<file path="src/rtl/decode_issue.sv">
// decode_issue: decodes fetch instructions, reads operands, and issues them to execute.
// A per-register scoreboard stalls issue on RAW/WAW hazards against in-flight writes.
module decode_issue #(
    parameter int DATA_W = 16,
    parameter int REG_CNT = 16,
    parameter int IDX_W = 4
) (
    input  logic              clk,
    input  logic              rst,
    input  logic              in_valid,
    input  logic [15:0]       in_instr,
    output logic              in_ready,
    output logic [IDX_W-1:0]  rf_src1,
    output logic [IDX_W-1:0]  rf_src2,
    input  logic [DATA_W-1:0] rf_data1,
    input  logic [DATA_W-1:0] rf_data2,
    input  logic              wb_en,
    input  logic [IDX_W-1:0]  wb_dest,
    input  logic              flush,
    output logic              out_valid,
    input  logic              out_ready,
    output logic [3:0]        out_op,
    output logic [IDX_W-1:0]  out_rd,
    output logic [DATA_W-1:0] out_a,
    output logic [DATA_W-1:0] out_b,
    output logic              out_wr,
    output logic              out_illegal,
    output logic [15:0]       stall_cnt
);
    logic [3:0] op;
    logic [IDX_W-1:0] rd;
    logic usesRs1, usesRs2, writesRd, illegal, hazard, accept;
    logic [REG_CNT-1:0] sb, busy, sbNext;

    assign op = in_instr[15:12];
    assign rd = in_instr[11:8];
    assign rf_src1 = in_instr[7:4];
    assign rf_src2 = in_instr[3:0];
    assign usesRs1 = op inside {[4'd1:4'd8]};
    assign usesRs2 = op inside {[4'd1:4'd4], 4'd7};
    assign writesRd = op inside {[4'd1:4'd6], 4'd8};
    assign illegal = op > 4'd8;
    // Writeback lands on the negedge, so its register is already safe to read this cycle.
    assign busy = sb & ~(wb_en ? REG_CNT'(1) << wb_dest : '0);
    assign hazard = (usesRs1 & busy[rf_src1]) | (usesRs2 & busy[rf_src2]) | (writesRd & busy[rd]);
    assign in_ready = (!out_valid || out_ready) && !hazard && !flush;
    assign accept = in_valid && in_ready;

    always_comb begin
        sbNext = busy;
        if (flush && out_valid && out_wr) sbNext[out_rd] = 1'b0;
        if (accept && writesRd) sbNext[rd] = 1'b1;
    end

    always_ff @(posedge clk or posedge rst) begin
        if (rst) begin
            sb <= '0;
            stall_cnt <= '0;
            out_valid <= 1'b0;
            out_op <= '0;
            out_rd <= '0;
            out_a <= '0;
            out_b <= '0;
            out_wr <= 1'b0;
            out_illegal <= 1'b0;
        end else begin
            sb <= sbNext;
            if (in_valid && !in_ready && stall_cnt != 16'hFFFF) stall_cnt <= stall_cnt + 16'd1;
            if (accept) begin
                out_valid <= 1'b1;
                out_op <= op;
                out_rd <= rd;
                out_a <= rf_data1;
                out_b <= op == 4'd5 ? {{(DATA_W-4){in_instr[3]}}, in_instr[3:0]} : rf_data2;
                out_wr <= writesRd;
                out_illegal <= illegal;
            end else if (flush || out_ready) begin
                out_valid <= 1'b0;
            end
        end
    end
endmodule

</file>
<file path="config.mk">
export PLATFORM = sky130hd
export DESIGN_NAME = decode_issue
export DESIGN_NICKNAME = d
export VERILOG_FILES = /design/src/rtl/decode_issue.sv
export SDC_FILE = /design/constraint.sdc
export NUM_CORES = 1
export LEC_CHECK = 0
export BUFFER_PORTS_ARGS = -buffer_cell sky130_fd_sc_hd__buf_2
export CORE_ASPECT_RATIO = 1.2
export CORE_MARGIN = 2
export CORE_UTILIZATION = 24
export CTS_CLUSTER_DIAMETER = 150
export DETAILED_ROUTE_END_ITERATION = 8
export GPL_TIMING_DRIVEN = 0
export PLACE_DENSITY = 0.46
export REMOVE_ABC_BUFFERS = 1
export SLEW_MARGIN = 20
export SYNTH_ARGS = -nofsm -noshare
export SYNTH_HDL_FRONTEND = slang
export SYNTH_SLANG_ARGS = --single-unit
</file>
<file path="constraint.sdc">
create_clock -name clk -period 3 [get_ports clk]
set_input_delay 0.75 -clock clk [delete_from_list [all_inputs] [get_ports clk]]
set_output_delay 0.75 -clock clk [all_outputs]
set_load 0.03 [all_outputs]
</file>
[Word-level counts from Yosys, hierarchy flattened]
Index checks and enable logic that the tools add are counted.
Storage, ports and cells
  output and inout bits: 68
  input port bits: 58
  register bits: 75
  word-level logic and storage cells: 74
Cells by class
  equality and inequality tests: 4
  order comparisons: 11
  shifts and indexed selects: 1
  $add $sub $neg: 1
  bitwise operators: 10
  reduce and logical (&&, ||, !) cells: 22
  muxes and demuxes: 16
Operator list (number)
  two-way mux 16 bit: 4
  bitwise AND 16 bit: 2
  inverter 16 bit: 2
  < comparator 4 x 5 -> 1 bit (second input constant): 4
  adder 16 x 1 -> 16 bit (second input constant): 1
  != test 16 bit (second input constant): 1
  bitwise OR 16 bit: 1
  << shifter 1 x 4 -> 16 bit (first input constant): 1
  logical AND 1 bit: 13
  binary-select mux 1 bit (select 4 bit): 3
  >= comparator 4 x 1 -> 1 bit (second input constant): 3
  demux 1 bit (select 4 bit): 2
  == test 4 x 3 -> 1 bit (second input constant): 2
  <= comparator 4 x 3 -> 1 bit (second input constant): 2
  two-way mux 1 bit: 7
  nonzero test 2 bit: 3
  == test 4 bit (second input constant): 1
  > comparator 4 bit (second input constant): 1
  <= comparator 4 bit (second input constant): 1
  zero test 1 bit: 4
  bitwise AND 1 bit: 3
  logical OR 1 bit: 2
  bitwise OR 1 bit: 2

[Logic depth before layout (Yosys ltp)]
Gate-level depths: netlist of the first run.
  depth in word-level cells: 15
  depth in mapped cells: 9
  gate-level depth less buffers: 7

[Least setup slack after synthesis of the first run]
No wires, ideal clock.
  path kind: input -> output
  from: in wb_dest[0]
  to: out in_ready
  data required time: 2.250 ns
  data arrival time: 2.615 ns
  cell stages on the path: 7
  setup slack: -0.365 ns
  path buffers: 1
  path through: or3b_1 > buf_2 > o21ai_2 > mux2i_1 > a2111oi_4 > a311oi_4 > nor2_1
On the way
  longest elaborated chain between the ends: 12
  elaborated cells between the ends (all ways): 18
  classes of those cells: 1 x shift; 7 x mux; 7 x bitwise; 3 x reduce/logical
Ends and longest elaborated chain
  start, declared: RTL line 18  | input logic [IDX_W-1:0] wb_dest,
  << shifter 1 x 4 -> 16 bit *: RTL line 44  | assign busy = sb & ~(wb_en ? REG_CNT'(1) << wb_dest : '0);
  two-way mux 16 bit *: RTL line 44
  inverter 16 bit *: RTL line 44
  bitwise AND 16 bit *: RTL line 44
  binary-select mux 1 bit (select 4 bit): RTL line 45  | assign hazard = (usesRs1 & busy[rf_src1]) | (usesRs2 & busy[rf_src2]) | (writesRd & busy[rd]);
  two-way mux 1 bit (implied by the code): RTL line 45
  bitwise AND 1 bit: RTL line 45
  bitwise OR 1 bit: RTL line 45
  bitwise OR 1 bit *: RTL line 45
  zero test 1 bit *: RTL line 46  | assign in_ready = (!out_valid || out_ready) && !hazard && !flush;
  logical AND 1 bit * (2 in a row): RTL line 46
  end, declared: RTL line 12  | output logic in_ready,
Mark *: on every way between the ends. The rest lies on a longest branch, timed or not. The select of a mux whose other input is x is not followed.

[Worst setup path after layout of the first run]
Ends and elaborated chain as after synthesis.

==> results of run 1 <==
area by class of cell:
type	instances	area [um^2]	share of cell area, %
clock inverters	7	45.0	0.756
repair buffers	165	1170	19.7
diodes	1	2.50	0.0420
clock buffers	9	225	3.78
well taps	216	270	4.54
flip-flops and latches	75	1880	31.5
multi-input cells	270	2260	38.0
inverters	27	104	1.74
how the worst max path moves through the flow:
stage               depth (start not counted)  slack (ps)   endpoint
finish                                     11        -310   in_ready
global route                                9        -380   in_ready
CTS                                         9        -310   in_ready
detailed placement                         12       -1350   out_a[7]
floorplan                                   7       -1080  out_a[11]
global placement                            8       -2480  out_a[11]
through the flow:
stage	worst slack (ps)	total power (uW)	hold WS (ps)	instances
floorplan	-1080	2390	617	371
global placement	-2480	2880	466	712
detailed placement	-1350	2920	473	719
CTS	-311	4120	398	763
global route	-380	4350	405	770
finish	-310	4140	383	770
metal layers:
metal  up-vias  part of all wire (%)  global-route usage (%)
li1       1802                     -                       -
met1      1932                    42                    18.1
met2       143                    50                    25.7
met3        38                   4.5                    2.69
met4         0                   3.9                    8.82
met5         -                     0                       0
repair_timing:
action / CTS / global route
hold buffers: 0 / 0
resized for setup: 62 / 31
buffers inserted: 26 / 11
pin swaps: 14 / 13
endpoints found under the hold margin: 0 / 0
endpoints found under the setup margin: 76 / 60
gates cloned: 3 / 0
placed cells by master (no fill, tap or decap), types with 3 or more instances in the layout:
| cell | synthesis | routed |
|---|---|---|
| buf_2 | 3 | 119 |
| dfrtp_1 | 75 | 75 |
| o211ai_1 | 29 | 29 |
| a21oi_1 | 27 | 27 |
| inv_1 | 26 | 25 |
| buf_4 | 12 | 22 |
| mux2_4 | 0 | 17 |
| mux2i_1 | 17 | 16 |
| a31o_2 | 16 | 16 |
| nor2_1 | 16 | 15 |
| mux2_2 | 23 | 14 |
| o21ai_0 | 23 | 13 |
| xnor2_1 | 12 | 12 |
| o2111ai_1 | 13 | 12 |
| clkbuf_16 | 0 | 9 |
| buf_8 | 0 | 7 |
| buf_6 | 0 | 7 |
| buf_12 | 0 | 7 |
| nor3_1 | 6 | 6 |
| nand4_1 | 5 | 5 |
| nand3_1 | 6 | 5 |
| a31oi_1 | 5 | 5 |
| nor3b_1 | 5 | 5 |
| nor2b_1 | 5 | 5 |
| o21ai_2 | 2 | 5 |
| o21ai_1 | 1 | 5 |
| nand2_1 | 5 | 4 |
| nand2b_1 | 7 | 4 |
| nand3b_1 | 4 | 4 |
| clkinv_2 | 0 | 4 |
| o21ai_4 | 0 | 3 |
cell usage after synthesis (all sizes together), types with 2 or more instances:
library cell  instances
dfrtp                75
xnor2                12
a221oi                2
nand3                 6
a31o                 16
nor3b                 5
mux2                 32
a41oi                 2
nand2                 5
and2                  2
a22oi                 2
a21oi                27
and3                  2
o21a                  2
and4                  2
nor2b                 5
nand4                 5
buf                  17
o211ai               29
o2111ai              13
nor2                 16
a311oi                2
a31oi                 5
o21ai                26
inv                  26
or3b                  2
mux2i                17
nand2b                7
clkbuf                9
nand3b                4
nor3                  7
critical path, cell delays in order:
cell and delay [ps]:
buf_8 110, or3b_4 460, o21ai_4 180, buf_6 120, buf_4 120, a221oi_2 50
nand4_1 130, o211ai_1 160, buf_4 210, nor2_4 120, buf_6 140
sequential cells by signal, summed over array words and instances (netlist names), 4 cells and up:
signal / count
out_a: 16
sb: 16
stall_cnt: 16
out_rd: 4
out_op: 4
out_b: 16
cell families (layout without fill, tap and decap cells):
| kind of cell | count (synthesis) | in the layout | synth area share [%] |
|---|---|---|---|
| compound gates | 132 | 132 | 22.6 |
| flops | 75 | 75 | 44.8 |
| simple gates | 73 | 74 | 10.5 |
| buf+inv | 53 | 208 | 5.91 |
| mux | 50 | 50 | 13.2 |
| xor+xnor | 13 | 13 | 2.72 |
| fa+ha+maj | 1 | 1 | 0.298 |
| other cells | 0 | 1 | 0 |
power groups by stage:
stage          Combinational [uW]  Clock, uW  Sequential (uW)
3_5_place_dp                 1440          0             1480
6_report                     1660       1010             1470
3_3_place_gp                 1410          0             1460
5_1_grt                      1760       1090             1510
2_1_floorplan                 497          0             1890
4_1_cts                      1610       1040             1470
==> metrics.md, run 1 <==
| Metric | Value |
|---|---|
| Outcome | `finished, violations left` |
| Violated checks | `negative setup slack` |
| P_leak | `0.00266 uW` |
| Worst setup margin | `-310 ps` |
| Nets | `607` |
| Clock-pin slew on the worst setup and hold paths | `60 ps` |
| WL final | `14200 um` |
| Hold WC Path Type | `primary input to async pin` |
| Endpoints failing hold | `0` |
| Worst slew pin tran | `931 ps` |
| Total congestion overflow | `0` |
| CTS sink count | `75` |
| Clock share of power | `24.4%` |
| Die X-Extent | `125 um` |
| Switching Fraction | `40.1%` |
| R2r endpoint | `out_a[0]` |
| Gp weighted congestion | `0.861` |
| Synth warn | `0` |
| Core area | `17000 um^2` |
| CTS tree | `done` |
| Fin area | `5960 um^2` |
| Final core occ | `35.1%` |
| Vias | `3915` |
| VDD IR max | `0.000359 V` |
| Filler instances | `1761` |
| Initial Utilization | `24.7%` |
| Layout Skew | `6.30 ps` |
| Avg Vias per Cell | `5.08` |
| Post-route setup TNS | `-6610 ps` |
| Flop2flop setup slack | `170 ps` |
| Final Setup Violations | `50` |
| Period utilization | `110%` |
| Worst skew pair latency | `350 ps` |
| IO Pins | `126` |
| Die area | `18500 um^2` |
| Crit start category | `primary input` |
| TritonCTS Buffers | `9` |
| Syn_area_per_cell | `10.6 um^2` |
| Cells after Synth | `397` |
| Depth of the CTS H-tree | `3` |
| GRT Overall Usage | `15.1%` |
| Wirelength per Cell | `18.4 um` |
| Initial antenna violation count | `1` |
| Synthesized area | `4190 um^2` |
| Maximum clock path buffer count | `2` |
| Reg-to-reg startpoint | `sb[4]` |
| Floorplan die height | `149 um` |
| Worst endpoint data arrival time | `2560 ps` |
| Dominant cell type by area after synthesis | `dfrtp_1` |
| Psw | `1660 uW` |
| Fin crit period | `3310 ps` |
| Post-synth EDFFs | `0` |
| Slew Limit Headroom | `37.5%` |
| DR iter-0 viols | `215` |
| Number of global-route vias before repair | `3907` |
| Worst Path Max Fanout | `7` |
| DRT Pass-1 Iters | `4` |
| DRC Markers | `0` |
| Area growth, synth to finish | `42.1%` |
| PwrDens | `695 nW/um^2` |
| Achievable frequency | `0.302 GHz` |
| Largest cells by area after synthesis | `dfrtp_1 (45%), mux2_2 (6.2%), o211ai_1 (5.2%)` |
| Crit Path Category | `primary input to output pin` |
| Yosys cell types | `54` |
| Sequential area share after synthesis | `44.8%` |
| Port-buffer cells | `125` |
| Placed inst area | `5040 um^2` |
| Maxcap violations | `0` |
| P_int | `2480 uW` |
| Routed Antenna Nets | `0` |
| FF+latch count, synth | `75` |
| Share of layout cells above drive strength 1 | `46.8%` |
| Worst EP required | `2250 ps` |
| Slew Limit Fails | `0` |
| Reg power frac | `35.5%` |
| Critical Path Source | `wb_dest[0]` |
| Global-route wire length before repair | `21800 um` |
| RSZ-0062 raised after global routing | `yes` |
| Most used DFF post-synth | `dfrtp_1` |
| Comb pwr share | `40.1%` |
| Synth top area share | `44.8%` |
| Post-synth ARST share | `100%` |
| Clock Tree Root | `clkbuf_16` |
| Largest net degree at the start of global routing | `49` |
| Critical path endpoint category | `output pin` |
| Row count | `52` |
| HPWL Detailed | `9800 um` |
| Cells on worst reg2reg path | `13` |
Power figures use the tool's default switching activity.
==> run 2: changes to the inputs <==
--- a/config.mk
+++ b/config.mk
@@ -6,7 +6,6 @@
 export NUM_CORES = 1
 export LEC_CHECK = 0
 export BUFFER_PORTS_ARGS = -buffer_cell sky130_fd_sc_hd__buf_2
-export CORE_ASPECT_RATIO = 1.2
 export CORE_MARGIN = 2
 export CORE_UTILIZATION = 24
 export CTS_CLUSTER_DIAMETER = 150
==> metrics.md, run 2 (synthesized netlist as in run 1, its figures left out) <==
| Metric | Value |
|---|---|
| DRT Pass-1 Iters | `5` |
| Slowest cell on crit path | `or3b_4` |
| Outcome | `finished, violations left` |
| HPWL Detailed | `9290 um` |
| Design Power | `4070 uW` |
| Row count | `48` |
| Vias | `3814` |
| Critical path endpoint category | `output pin` |
| Gp weighted congestion | `0.841` |
| Period utilization | `111%` |
| Violated checks | `negative setup slack` |
| VDD IR max | `0.000288 V` |
| CTS tree | `done` |
| Core area | `17200 um^2` |
| WL final | `12900 um` |
| P_leak | `0.00248 uW` |
| Initial Utilization | `24.4%` |
| DR iter-0 viols | `152` |
| Worst endpoint data arrival time | `2580 ps` |
| Comb pwr share | `37.0%` |
| Fin crit period | `3330 ps` |
| Final Setup Violations | `33` |
| Avg Vias per Cell | `4.99` |
| Clock share of power | `27.0%` |
| Post-route setup TNS | `-2930 ps` |
| Most frequent cells in the layout | `buf_2 (121), dfrtp_1 (75), o211ai_1 (29)` |
| PwrDens | `719 nW/um^2` |
| Switching Fraction | `39.5%` |
| Layout Skew | `8.51 ps` |
| Hold WC Path Type | `primary input to async pin` |
| TritonCTS Buffers | `9` |
| Worst slew pin tran | `1010 ps` |
| Area growth, synth to finish | `35.1%` |
| Most common cell after layout, fill and taps aside | `buf_2` |
| Die area | `18500 um^2` |
| Maxcap violations | `0` |
| Filler instances | `1808` |
| Worst skew pair latency | `340 ps` |
| Clock Tree Root | `clkbuf_16` |
| Crit-path most repeated cell | `buf_8` |
| Wirelength per Cell | `16.9 um` |
| Crit Path Category | `primary input to output pin` |
| Nets | `594` |
| Depth of the CTS H-tree | `3` |
| Die X-Extent | `136 um` |
| IO Pins | `126` |
| Floorplan die height | `136 um` |
| CTS sink count | `75` |
| Number of global-route vias before repair | `3752` |
| Worst setup margin | `-326 ps` |
| GRT Overall Usage | `13.8%` |
| Port-buffer cells | `125` |
| Reg power frac | `36.0%` |
| Worst path cell trace | `buf_8 > or3b_4 > o21ai_4 > o2111ai_2 > a41oi_2 > o211ai_1 > buf_4 > buf_8 > nor2_4 > buf_6` |
| Worst EP required | `2250 ps` |
| Share of layout cells above drive strength 1 | `43.0%` |
| Endpoints failing hold | `0` |
| Clock-pin slew on the worst setup and hold paths | `70 ps` |
| Routed Antenna Nets | `0` |
| Achievable frequency | `0.301 GHz` |
| Slew Limit Fails | `0` |
| Worst Path Max Fanout | `8` |
| Slew Limit Headroom | `32.4%` |
| Global-route wire length before repair | `19800 um` |
| Largest net degree at the start of global routing | `48` |
| Maximum clock path buffer count | `2` |
| Crit start category | `primary input` |
| Psw | `1610 uW` |
| DRC Markers | `0` |
| RSZ-0062 raised after global routing | `yes` |
| Initial antenna violation count | `0` |
| P_int | `2460 uW` |
| Total congestion overflow | `0` |
| Slowest stage delay, CP | `470 ps` |
| Antenna Diode Count | `0` |
run 2: changes by cell type in the layout (fill, tap and decap cells not counted), moves of 2 or more:
cell	before	now
buf_12	7	2
buf_2	119	121
buf_6	7	4
buf_8	7	3
clkinv_2	4	0
clkinv_4	2	0
inv_6	0	2
mux2_1	1	9
mux2_2	14	23
mux2_4	17	0
o21ai_1	5	8
run 2: area by class of cell:
type	instances	area, um^2	share of cell area, %
multi-input cells	269	2160	38.2
flip-flops and latches	75	1880	33.1
repair buffers	153	946	16.7
well taps	225	282	4.97
clock buffers	10	229	4.04
inverters	27	104	1.83
clock inverters	5	62.6	1.10
run 2: power by group through the flow:
stage | combinational, uW | clock [uW] | sequential [uW]
finish | 1510 | 1100 | 1460
detailed placement | 1430 | 0 | 1470
global route | 1620 | 1170 | 1500
CTS | 1490 | 1140 | 1460
global placement | 1390 | 0 | 1470
floorplan | 497 | 0 | 1890
run 2: path summary, 6_finish.rpt:
kind	startpoint	to	slack, ps	cells past startpoint
max reg2reg	stall_cnt[5]	stall_cnt[3]	400	7
min in group clk	out_a[6]	out_a[6]	480	1
min reg2reg	out_a[6]	out_a[6]	480	1
max	wb_dest[0]	in_ready	-330	10
max in group asynchronous	rst	out_rd[1]	2020	3
min	rst	out_b[9]	400	2
run 2: layer usage:
layer	track usage [%]	part of all wire [%]	up-vias
met1	17.4	42	1828
met3	4.03	7.5	34
met5	0	0	-
li1	-	-	1773
met4	6.48	3.9	0
met2	21.8	46	179
run 2: per-stage QoR:
step                hold slack (ps)  setup slack (ps)  instances  util (%)  area (um^2)
finish                          402              -326        764      33.0         5660
global placement                466             -2460        721      28.8         4950
detailed placement              471             -1130        727      29.3         5040
floorplan                       617             -1080        371         -         4050
global route                    428              -347        764      33.0         5660
CTS                             404              -326        759      32.5         5580
run 2: worst max-delay path: cells and delay by family:
kind | cells | cell delay [ps]
AO/OA/AOI/OAI | 4 | 750
AND/OR/NAND/NOR | 2 | 560
buffers and inverters | 4 | 520
run 2: timing repair:
| item | in CTS | in global routing |
|---|---|---|
| pin swaps | 11 | 8 |
| buffers inserted | 17 | 5 |
| gates resized for setup | 34 | 9 |
| setup endpoints to repair | 76 | 59 |
| cloned | 0 | 1 |
| hold buffers | 0 | 0 |
